$ cat src/rtl/control_unit_if.sv
// control_unit_if: control-unit <-> datapath bundle.
//   ir, con_ff : datapath -> control (instruction register, branch condition ff)
//   all others : control -> datapath one-clk strobes (bus drivers, memory/PC control,
//                one-hot ALU op, register select/enable, register loads, CON ff clear)
//   master: control unit side, slave: datapath side.
interface control_unit_if #(
   parameter int unsigned IR_W = 32
);
   logic [IR_W-1:0] ir;
   logic            con_ff;

   logic CON_RESET;
   logic HIout, LOout, Zhighout, Zlowout, PCout, MDRout, INout, Cout;
   logic Read, read_mem, write_mem, IncPC, PCSave;
   logic AND, OR, ADD, SUB, MUL, DIV, SHR, SHRA, SHL, ROR, ROL, NEG, NOT;
   logic Gra, Grb, Grc, Rin, Rout, BAout;
   logic HIin, LOin, PCin, IRin, Zin, Yin, MARin, MDRin, CONin, OUT_Portin;

   modport master (
      input  ir, con_ff,
      output CON_RESET,
      output HIout, LOout, Zhighout, Zlowout, PCout, MDRout, INout, Cout,
      output Read, read_mem, write_mem, IncPC, PCSave,
      output AND, OR, ADD, SUB, MUL, DIV, SHR, SHRA, SHL, ROR, ROL, NEG, NOT,
      output Gra, Grb, Grc, Rin, Rout, BAout,
      output HIin, LOin, PCin, IRin, Zin, Yin, MARin, MDRin, CONin, OUT_Portin
   );

   modport slave (
      output ir, con_ff,
      input  CON_RESET,
      input  HIout, LOout, Zhighout, Zlowout, PCout, MDRout, INout, Cout,
      input  Read, read_mem, write_mem, IncPC, PCSave,
      input  AND, OR, ADD, SUB, MUL, DIV, SHR, SHRA, SHL, ROR, ROL, NEG, NOT,
      input  Gra, Grb, Grc, Rin, Rout, BAout,
      input  HIin, LOin, PCin, IRin, Zin, Yin, MARin, MDRin, CONin, OUT_Portin
   );
endinterface

$ cat src/rtl/control_unit.sv
// control_unit: hardwired Moore sequencer for the 32-bit datapath.
//   clk   : rising-edge clock
//   reset : synchronous active-low reset; forces RST from any state
//   stop  : level; go to HALT at the end of the current instruction
//   run   : 1 while sequencing, 0 in RST/HALT
//   bus   : control_unit_if.master (ir/con_ff in, all datapath strobes out)
// Fetch is T0-T2, decode of ir[OP_LSB+4:OP_LSB] from T2 on; every strobe is a one-clk decode of
// the registered step. The nop/halt exit out of T2 relies on the datapath presenting the fetched
// word on ir by the end of T2.
module control_unit #(
   parameter int unsigned IR_W   = 32,
   parameter int unsigned OP_LSB = 27
) (
   input  logic           clk,
   input  logic           reset,
   input  logic           stop,
   output logic           run,
   control_unit_if.master bus
);

   if (OP_LSB + 5 > IR_W) begin : g_bad_params
      $error("opcode field does not fit in IR");
   end

   typedef enum logic [3:0] {
      StT0, StT1, StT2, StT3, StT4, StT5, StT6, StT7, StRst, StHalt
   } state_e;

   typedef enum logic [3:0] {
      ClsAlu, ClsImm, ClsMulDiv, ClsUnary, ClsLdi, ClsLd, ClsSt, ClsBr,
      ClsJr, ClsJal, ClsIn, ClsOut, ClsMfhi, ClsMflo, ClsNop, ClsHalt
   } cls_e;

   typedef enum logic [3:0] {
      AluAdd, AluSub, AluAnd, AluOr, AluShr, AluShra, AluShl, AluRor, AluRol,
      AluMul, AluDiv, AluNeg, AluNot
   } alu_e;

   state_e     state_q, state_d, last_step;
   cls_e       cls;
   alu_e       alu;
   logic       alu_en;
   logic [4:0] opcode;

   assign opcode = bus.ir[OP_LSB +: 5];

   // Instruction class and the ALU function it uses (address arithmetic defaults to ADD).
   always_comb begin
      cls = ClsNop;
      alu = AluAdd;
      unique case (opcode)
         5'd0:  cls = ClsLd;
         5'd1:  cls = ClsLdi;
         5'd2:  cls = ClsSt;
         5'd3:  begin cls = ClsAlu;    alu = AluAdd;  end
         5'd4:  begin cls = ClsAlu;    alu = AluSub;  end
         5'd5:  begin cls = ClsAlu;    alu = AluAnd;  end
         5'd6:  begin cls = ClsAlu;    alu = AluOr;   end
         5'd7:  begin cls = ClsAlu;    alu = AluShr;  end
         5'd8:  begin cls = ClsAlu;    alu = AluShra; end
         5'd9:  begin cls = ClsAlu;    alu = AluShl;  end
         5'd10: begin cls = ClsAlu;    alu = AluRor;  end
         5'd11: begin cls = ClsAlu;    alu = AluRol;  end
         5'd12: begin cls = ClsImm;    alu = AluAdd;  end
         5'd13: begin cls = ClsImm;    alu = AluAnd;  end
         5'd14: begin cls = ClsImm;    alu = AluOr;   end
         5'd15: begin cls = ClsMulDiv; alu = AluDiv;  end
         5'd16: begin cls = ClsMulDiv; alu = AluMul;  end
         5'd17: begin cls = ClsUnary;  alu = AluNeg;  end
         5'd18: begin cls = ClsUnary;  alu = AluNot;  end
         5'd19: cls = ClsBr;
         5'd20: cls = ClsJr;
         5'd21: cls = ClsJal;
         5'd22: cls = ClsIn;
         5'd23: cls = ClsOut;
         5'd24: cls = ClsMfhi;
         5'd25: cls = ClsMflo;
         5'd27: cls = ClsHalt;
         default: cls = ClsNop;  // nop and the undefined opcodes
      endcase
   end

   always_comb begin
      unique case (cls)
         ClsAlu, ClsImm, ClsLdi:                     last_step = StT5;
         ClsMulDiv, ClsBr:                           last_step = StT6;
         ClsLd, ClsSt:                               last_step = StT7;
         ClsUnary, ClsJal:                           last_step = StT4;
         ClsJr, ClsIn, ClsOut, ClsMfhi, ClsMflo:     last_step = StT3;
         default:                                    last_step = StT2;
      endcase
   end

   always_ff @(posedge clk) begin
      if (!reset) state_q <= StRst;
      else        state_q <= state_d;
   end

   always_comb begin
      state_d = state_q;
      unique case (state_q)
         StRst:  state_d = StT0;
         StHalt: state_d = StHalt;
         StT0:   state_d = StT1;
         StT1:   state_d = StT2;
         default: begin
            if (state_q == StT2 && cls == ClsHalt) state_d = StHalt;
            else if (state_q == last_step)         state_d = stop ? StHalt : StT0;
            else                                   state_d = state_e'(state_q + 4'd1);
         end
      endcase
   end

   always_comb begin
      run = 1'b0;      alu_en = 1'b0;
      bus.CON_RESET = 1'b0;
      bus.HIout = 1'b0;  bus.LOout = 1'b0;  bus.Zhighout = 1'b0; bus.Zlowout = 1'b0;
      bus.PCout = 1'b0;  bus.MDRout = 1'b0; bus.INout = 1'b0;    bus.Cout = 1'b0;
      bus.Read = 1'b0;   bus.read_mem = 1'b0; bus.write_mem = 1'b0;
      bus.IncPC = 1'b0;  bus.PCSave = 1'b0;
      bus.AND = 1'b0;  bus.OR = 1'b0;   bus.ADD = 1'b0; bus.SUB = 1'b0;  bus.MUL = 1'b0;
      bus.DIV = 1'b0;  bus.SHR = 1'b0;  bus.SHRA = 1'b0; bus.SHL = 1'b0; bus.ROR = 1'b0;
      bus.ROL = 1'b0;  bus.NEG = 1'b0;  bus.NOT = 1'b0;
      bus.Gra = 1'b0;  bus.Grb = 1'b0;  bus.Grc = 1'b0; bus.Rin = 1'b0;  bus.Rout = 1'b0;
      bus.BAout = 1'b0;
      bus.HIin = 1'b0; bus.LOin = 1'b0; bus.PCin = 1'b0; bus.IRin = 1'b0; bus.Zin = 1'b0;
      bus.Yin = 1'b0;  bus.MARin = 1'b0; bus.MDRin = 1'b0; bus.CONin = 1'b0;
      bus.OUT_Portin = 1'b0;

      if (state_q != StRst && state_q != StHalt) run = 1'b1;

      unique case (state_q)
         StRst: bus.CON_RESET = 1'b1;
         StT0:  begin bus.IncPC = 1'b1; bus.MARin = 1'b1; bus.PCin = 1'b1; end
         StT1:  begin bus.Read = 1'b1; bus.read_mem = 1'b1; bus.MDRin = 1'b1; end
         StT2:  begin bus.MDRout = 1'b1; bus.IRin = 1'b1; end
         StT3: begin
            unique case (cls)
               ClsAlu, ClsImm: begin bus.Grb = 1'b1; bus.Rout = 1'b1; bus.Yin = 1'b1; end
               ClsMulDiv:      begin bus.Gra = 1'b1; bus.Rout = 1'b1; bus.Yin = 1'b1; end
               ClsUnary: begin bus.Grb = 1'b1; bus.Rout = 1'b1; alu_en = 1'b1; bus.Zin = 1'b1; end
               ClsLdi, ClsLd, ClsSt: begin bus.Grb = 1'b1; bus.BAout = 1'b1; bus.Yin = 1'b1; end
               ClsBr:   begin bus.Gra = 1'b1; bus.Rout = 1'b1; bus.CONin = 1'b1; end
               ClsJr:   begin bus.Gra = 1'b1; bus.Rout = 1'b1; bus.PCin = 1'b1; end
               ClsJal:  bus.PCSave = 1'b1;
               ClsIn:   begin bus.INout = 1'b1; bus.Gra = 1'b1; bus.Rin = 1'b1; end
               ClsOut:  begin bus.Gra = 1'b1; bus.Rout = 1'b1; bus.OUT_Portin = 1'b1; end
               ClsMfhi: begin bus.HIout = 1'b1; bus.Gra = 1'b1; bus.Rin = 1'b1; end
               ClsMflo: begin bus.LOout = 1'b1; bus.Gra = 1'b1; bus.Rin = 1'b1; end
               default: ;
            endcase
         end
         StT4: begin
            unique case (cls)
               ClsAlu:    begin bus.Grc = 1'b1; bus.Rout = 1'b1; alu_en = 1'b1; bus.Zin = 1'b1; end
               ClsMulDiv: begin bus.Grb = 1'b1; bus.Rout = 1'b1; alu_en = 1'b1; bus.Zin = 1'b1; end
               ClsImm, ClsLdi, ClsLd, ClsSt: begin bus.Cout = 1'b1; alu_en = 1'b1; bus.Zin = 1'b1; end
               ClsUnary: begin bus.Zlowout = 1'b1; bus.Gra = 1'b1; bus.Rin = 1'b1; end
               ClsBr:    begin bus.PCout = 1'b1; bus.Yin = 1'b1; end
               ClsJal:   begin bus.Gra = 1'b1; bus.Rout = 1'b1; bus.PCin = 1'b1; end
               default: ;
            endcase
         end
         StT5: begin
            unique case (cls)
               ClsAlu, ClsImm, ClsLdi: begin bus.Zlowout = 1'b1; bus.Gra = 1'b1; bus.Rin = 1'b1; end
               ClsMulDiv:    begin bus.Zlowout = 1'b1; bus.LOin = 1'b1; end
               ClsLd, ClsSt: begin bus.Zlowout = 1'b1; bus.MARin = 1'b1; end
               ClsBr:        begin bus.Cout = 1'b1; alu_en = 1'b1; bus.Zin = 1'b1; end
               default: ;
            endcase
         end
         StT6: begin
            unique case (cls)
               ClsMulDiv: begin bus.Zhighout = 1'b1; bus.HIin = 1'b1; end
               ClsLd:     begin bus.Read = 1'b1; bus.read_mem = 1'b1; bus.MDRin = 1'b1; end
               ClsSt:     begin bus.Gra = 1'b1; bus.Rout = 1'b1; bus.MDRin = 1'b1; end
               // Branch target only reaches the PC when the condition holds.
               ClsBr:     begin bus.Zlowout = bus.con_ff; bus.PCin = bus.con_ff; end
               default: ;
            endcase
         end
         StT7: begin
            unique case (cls)
               ClsLd:   begin bus.MDRout = 1'b1; bus.Gra = 1'b1; bus.Rin = 1'b1; end
               ClsSt:   bus.write_mem = 1'b1;
               default: ;
            endcase
         end
         default: ;
      endcase

      // Single decoder keeps the ALU op strobes one-hot.
      if (alu_en) begin
         unique case (alu)
            AluAdd:  bus.ADD  = 1'b1;
            AluSub:  bus.SUB  = 1'b1;
            AluAnd:  bus.AND  = 1'b1;
            AluOr:   bus.OR   = 1'b1;
            AluShr:  bus.SHR  = 1'b1;
            AluShra: bus.SHRA = 1'b1;
            AluShl:  bus.SHL  = 1'b1;
            AluRor:  bus.ROR  = 1'b1;
            AluRol:  bus.ROL  = 1'b1;
            AluMul:  bus.MUL  = 1'b1;
            AluDiv:  bus.DIV  = 1'b1;
            AluNeg:  bus.NEG  = 1'b1;
            AluNot:  bus.NOT  = 1'b1;
            default: ;
         endcase
      end
   end

endmodule

$ cat src/flat_wrapper.sv
// flat-port wrapper written by rule: the top's interface ports become plain ports
module control_unit_flat 
#(
   parameter int unsigned IR_W   = 32,
   parameter int unsigned OP_LSB = 27
)
  (clk, reset, stop, run, bus_ir, bus_con_ff, bus_CON_RESET, bus_HIout, bus_LOout, bus_Zhighout, bus_Zlowout, bus_PCout, bus_MDRout, bus_INout, bus_Cout, bus_Read, bus_read_mem, bus_write_mem, bus_IncPC, bus_PCSave, bus_AND, bus_OR, bus_ADD, bus_SUB, bus_MUL, bus_DIV, bus_SHR, bus_SHRA, bus_SHL, bus_ROR, bus_ROL, bus_NEG, bus_NOT, bus_Gra, bus_Grb, bus_Grc, bus_Rin, bus_Rout, bus_BAout, bus_HIin, bus_LOin, bus_PCin, bus_IRin, bus_Zin, bus_Yin, bus_MARin, bus_MDRin, bus_CONin, bus_OUT_Portin);
  control_unit_if #(.IR_W(IR_W)) bus_i ();
  input  logic clk;
  input  logic reset;
  input  logic stop;
  output logic run;
  input wire logic [$bits(bus_i.ir)-1:0] bus_ir;
  input wire logic [$bits(bus_i.con_ff)-1:0] bus_con_ff;
  output wire logic [$bits(bus_i.CON_RESET)-1:0] bus_CON_RESET;
  output wire logic [$bits(bus_i.HIout)-1:0] bus_HIout;
  output wire logic [$bits(bus_i.LOout)-1:0] bus_LOout;
  output wire logic [$bits(bus_i.Zhighout)-1:0] bus_Zhighout;
  output wire logic [$bits(bus_i.Zlowout)-1:0] bus_Zlowout;
  output wire logic [$bits(bus_i.PCout)-1:0] bus_PCout;
  output wire logic [$bits(bus_i.MDRout)-1:0] bus_MDRout;
  output wire logic [$bits(bus_i.INout)-1:0] bus_INout;
  output wire logic [$bits(bus_i.Cout)-1:0] bus_Cout;
  output wire logic [$bits(bus_i.Read)-1:0] bus_Read;
  output wire logic [$bits(bus_i.read_mem)-1:0] bus_read_mem;
  output wire logic [$bits(bus_i.write_mem)-1:0] bus_write_mem;
  output wire logic [$bits(bus_i.IncPC)-1:0] bus_IncPC;
  output wire logic [$bits(bus_i.PCSave)-1:0] bus_PCSave;
  output wire logic [$bits(bus_i.AND)-1:0] bus_AND;
  output wire logic [$bits(bus_i.OR)-1:0] bus_OR;
  output wire logic [$bits(bus_i.ADD)-1:0] bus_ADD;
  output wire logic [$bits(bus_i.SUB)-1:0] bus_SUB;
  output wire logic [$bits(bus_i.MUL)-1:0] bus_MUL;
  output wire logic [$bits(bus_i.DIV)-1:0] bus_DIV;
  output wire logic [$bits(bus_i.SHR)-1:0] bus_SHR;
  output wire logic [$bits(bus_i.SHRA)-1:0] bus_SHRA;
  output wire logic [$bits(bus_i.SHL)-1:0] bus_SHL;
  output wire logic [$bits(bus_i.ROR)-1:0] bus_ROR;
  output wire logic [$bits(bus_i.ROL)-1:0] bus_ROL;
  output wire logic [$bits(bus_i.NEG)-1:0] bus_NEG;
  output wire logic [$bits(bus_i.NOT)-1:0] bus_NOT;
  output wire logic [$bits(bus_i.Gra)-1:0] bus_Gra;
  output wire logic [$bits(bus_i.Grb)-1:0] bus_Grb;
  output wire logic [$bits(bus_i.Grc)-1:0] bus_Grc;
  output wire logic [$bits(bus_i.Rin)-1:0] bus_Rin;
  output wire logic [$bits(bus_i.Rout)-1:0] bus_Rout;
  output wire logic [$bits(bus_i.BAout)-1:0] bus_BAout;
  output wire logic [$bits(bus_i.HIin)-1:0] bus_HIin;
  output wire logic [$bits(bus_i.LOin)-1:0] bus_LOin;
  output wire logic [$bits(bus_i.PCin)-1:0] bus_PCin;
  output wire logic [$bits(bus_i.IRin)-1:0] bus_IRin;
  output wire logic [$bits(bus_i.Zin)-1:0] bus_Zin;
  output wire logic [$bits(bus_i.Yin)-1:0] bus_Yin;
  output wire logic [$bits(bus_i.MARin)-1:0] bus_MARin;
  output wire logic [$bits(bus_i.MDRin)-1:0] bus_MDRin;
  output wire logic [$bits(bus_i.CONin)-1:0] bus_CONin;
  output wire logic [$bits(bus_i.OUT_Portin)-1:0] bus_OUT_Portin;
  assign bus_i.ir = bus_ir;
  assign bus_i.con_ff = bus_con_ff;
  assign bus_CON_RESET = bus_i.CON_RESET;
  assign bus_HIout = bus_i.HIout;
  assign bus_LOout = bus_i.LOout;
  assign bus_Zhighout = bus_i.Zhighout;
  assign bus_Zlowout = bus_i.Zlowout;
  assign bus_PCout = bus_i.PCout;
  assign bus_MDRout = bus_i.MDRout;
  assign bus_INout = bus_i.INout;
  assign bus_Cout = bus_i.Cout;
  assign bus_Read = bus_i.Read;
  assign bus_read_mem = bus_i.read_mem;
  assign bus_write_mem = bus_i.write_mem;
  assign bus_IncPC = bus_i.IncPC;
  assign bus_PCSave = bus_i.PCSave;
  assign bus_AND = bus_i.AND;
  assign bus_OR = bus_i.OR;
  assign bus_ADD = bus_i.ADD;
  assign bus_SUB = bus_i.SUB;
  assign bus_MUL = bus_i.MUL;
  assign bus_DIV = bus_i.DIV;
  assign bus_SHR = bus_i.SHR;
  assign bus_SHRA = bus_i.SHRA;
  assign bus_SHL = bus_i.SHL;
  assign bus_ROR = bus_i.ROR;
  assign bus_ROL = bus_i.ROL;
  assign bus_NEG = bus_i.NEG;
  assign bus_NOT = bus_i.NOT;
  assign bus_Gra = bus_i.Gra;
  assign bus_Grb = bus_i.Grb;
  assign bus_Grc = bus_i.Grc;
  assign bus_Rin = bus_i.Rin;
  assign bus_Rout = bus_i.Rout;
  assign bus_BAout = bus_i.BAout;
  assign bus_HIin = bus_i.HIin;
  assign bus_LOin = bus_i.LOin;
  assign bus_PCin = bus_i.PCin;
  assign bus_IRin = bus_i.IRin;
  assign bus_Zin = bus_i.Zin;
  assign bus_Yin = bus_i.Yin;
  assign bus_MARin = bus_i.MARin;
  assign bus_MDRin = bus_i.MDRin;
  assign bus_CONin = bus_i.CONin;
  assign bus_OUT_Portin = bus_i.OUT_Portin;
  control_unit #(.IR_W(IR_W), .OP_LSB(OP_LSB)) u_core (.clk(clk), .reset(reset), .stop(stop), .run(run), .bus(bus_i));
endmodule
$ cat config.mk
export PLATFORM = sky130hd
export DESIGN_NAME = control_unit_flat
export DESIGN_NICKNAME = d
export VERILOG_FILES = /design/src/rtl/control_unit_if.sv /design/src/rtl/control_unit.sv /design/src/flat_wrapper.sv
export SDC_FILE = /design/constraint.sdc
export NUM_CORES = 1
export LEC_CHECK = 0
export CORE_ASPECT_RATIO = 2
export CORE_UTILIZATION = 36
export CTS_CLUSTER_SIZE = 16
export DETAILED_ROUTE_END_ITERATION = 16
export GPL_TIMING_DRIVEN = 0
export PLACE_DENSITY = 0.82
export SLEW_MARGIN = 20
export SYNTH_ARGS = -nofsm -noshare
export SYNTH_HDL_FRONTEND = slang
export SYNTH_SLANG_ARGS = --single-unit
$ cat constraint.sdc
create_clock -name clk -period 3.3 [get_ports clk]
set_clock_uncertainty 0.2 [all_clocks]
set_input_delay 0.66 -clock clk [delete_from_list [all_inputs] [get_ports clk]]
set_output_delay 0.66 -clock clk [all_outputs]
set_load 0.05 [all_outputs]
==> results of run 1 <==
[synth_stat cells (2+ instances only)]
cell type  instances
nor2_1            35
nand2_1           22
a21oi_1           15
o21ai_0           15
clkbuf_1          10
nand3_1           10
inv_1              9
nor3_1             8
nand2b_1           7
nor2b_1            7
a211o_1            4
a31oi_1            4
and2_1             4
dfxtp_1            4
ha_1               4
o22ai_1            3
or3_1              3
a211oi_1           2
a21o_1             2
and3_1             2
buf_1              2
buf_2              2
buf_4              2
nor4_1             2
o22a_1             2
o311ai_0           2
o31ai_1            2
xnor2_1            2
[metrics by stage]
stage,hold slack [ps],setup slack (ps)
5_1_grt,542,1.29
3_3_place_gp,494,-1320
6_report,529,49.3
3_5_place_dp,497,-1310
4_1_cts,539,1.13
2_1_floorplan,412,-196
[report_power, final]
part / switching [mW] / internal (mW) / total, mW
sequential: 0.0184 / 0.0653 / 0.0837
combinational: 0.473 / 0.240 / 0.714
clock: 0.0252 / 0.0777 / 0.103
[path summary, 6_finish.rpt]
path,startpoint,to,cells after the start
worst max register to register,u_core.state_q[3],u_core.state_q[1],7
worst max-delay path,bus_ir[30],bus_Zlowout,7
worst min-delay path,u_core.state_q[1],u_core.state_q[3],3
worst min register to register,u_core.state_q[1],u_core.state_q[3],3
[cell usage in the layout, fill, tap and decap left out, types with 4 or more instances in the layout]
cell type,instances
clkdlybuf4s50_1,8
nor2_1,29
clkbuf_8,5
clkdlybuf4s15_2,7
inv_1,7
nand2b_1,6
buf_4,17
dfxtp_1,4
nor2_2,4
clkdlybuf4s15_1,4
dlygate4sd2_1,17
nor3_1,7
a31oi_1,4
clkbuf_1,4
clkbuf_2,8
nor2b_1,5
a21oi_1,13
buf_6,4
nand3_1,9
a211o_1,4
nand2_1,20
o21ai_0,13
[worst max-delay path, cell delays in order]
cell	delay, ps
dlygate4sd2_1	260
clkbuf_8	150
nor2_4	190
nand3_4	120
or3_1	410
nand3_1	90
clkdlybuf4s15_1	500
[routing by layer]
metal  global-route usage [%]  wire length, µm  up-vias
li1                         -                -      842
met4                     15.0              145        0
met1                     25.1             1610      802
met3                     1.74              162       21
met2                     52.0             2630       80
met5                        0                0        -
[repair_timing]
item	in CTS	in global routing
setup endpoints to repair	40	32
hold buffers	0	0
pin swaps	5	3
gates resized for setup	128	33
buffers inserted	10	0
[cell families (layout without fill, tap and decap cells)]
| family | count (synthesis) | in the layout |
|---|---|---|
| AO/OA/AOI/OAI | 58 | 58 |
| XOR/XNOR | 2 | 2 |
| adder cells (fa/ha/maj) | 4 | 4 |
| buffers and inverters | 26 | 87 |
| flip-flops | 4 | 4 |
| multiplexers | 1 | 1 |
| AND/OR/NAND/NOR | 108 | 108 |
[final cells by class]
cell class	instances	area [µm²]	share of cell area (%)
Buffer	14	103	5.29
Timing Repair Buffer	61	532	27.4
Inverter	9	33.8	1.74
Clock buffer	3	41.3	2.13
Tap cell	30	37.5	1.94
Sequential cell	4	80.1	4.13
Multi-Input combinational cell	173	1110	57.4
==> out/qor.txt, run 1 <==
Post-route antenna net violation count: 0
CTS tree: yes
Peak supply drop: 0.559 mV
CP startpoint kind: input pin
Yosys warns: 0
Slew margin rel.: 57.8%
Num ports: 80
Seq/Total Area, Yosys: 6.87%
Synth top area share: 11.3%
Critical path endpoint category: primary output
Final period util: 98.5%
Clk Latency, worst-skew pair: 220 ps
RD Place Congestion: 0.908
P per Cell Area: 464 mW/mm²
GRT Total Usage: 26.0%
Initial antenna violation count: 0
Die H: 82.4 µm
RSZ-0062 raised after global routing: false
Area growth, synth to finish: 66.5%
Hold Fails Final Rpt: 0
Layout cells sized above 1: 26.5%
CTS Root Cell: clkbuf_8
Fin util: 64.4%
Finished Layout Cells: 294
Yosys cell types: 45
Initial DRC count: 65
Clk buf depth: 2
# Max-Cap Violations: 0
Routed wire length: 4540 µm
Endpoints failing setup: 0
Starting Density: 38.7%
Simple-Gate Fraction of Synth Area: 45.0%
Syn nets: 243
Placed cell areas: 0.00173 mm²
Minimum clock period: 3250 ps
DIE AREA: 0.00348 mm²
Outcome: finished clean
Main synth FF type: dfxtp_1
Core box area: 0.00301 mm²
Post-synth EDFFs: 0
Hold Crit Class: register to register
DR pass1 iterations: 4
Final Power: 900 µW
Nets: 306
Pleak: 0.880 nW
Crit Path Class: input pin to primary output
Horiz. Die Dim: 42.2 µm
Clock-pin slew on the worst setup and hold paths: 30 ps
Port Buffers: 51
Post-Synthesis Cells: 203
Via count: 1745
XOR/XNOR Fraction of Synth Area: 1.50%
Row count: 28
Vias in the first global route: 1682
Critical Path AT: 2390 ps
Max Slew Vio Count: 0
Final Cell Area: 0.00194 mm²
Flop2flop setup slack: 1190 ps
First-pass GRT wire length: 7250 µm
Seq cells post-synth: 4
Post-Synth Adder-Cell Area: 4.30%
Top cells by area, synth: nor2_1 11%, nand2_1 7.1%, dfxtp_1 6.9%
Htree depth: 1
Post-Place Cells: 284
Post-synthesis compound-gate area fraction: 31.6%
GR Overflow Total: 0
Remaining DRCs: 0
TNS Setup: 0 ps
Highest clock rate: 308 MHz
CTS Buf Count: 3
Routed vias/inst: 5.94
Worst EP required: 2440 ps
Biggest regs: u_core.state_q x4
Largest family of logic cells by synthesized area: simple AND/OR/NAND/NOR gates
Largest Register: u_core.state_q
Post-DR wirelength/cell: 15.5 µm
Post-synthesis mux area share: 0.859%
Largest net degree at the start of global routing: 11
Post-Syn Area per Cell: 5.74 µm²
# clock sinks: 4
# fillers: 289
Max reg flops: 4
Critical Path Fanout Max: 5
N_diodes: 0
Worst Tran Pin Value: 617 ps
Asr flop ratio synth: 0%
Mapped Area: 0.00116 mm²
Post-DP HPWL: 3300 µm
Synth area leader: nor2_1
No activity file was read; power rests on OpenSTA's default activity.
==> inputs of run 2 (changes only) <==
- GPL_ROUTABILITY_DRIVEN: default -> 0
- TNS_END_PERCENT: default -> 100
==> results of run 2 <==
Final layout, timing and power as in run 1 (identical DEF).
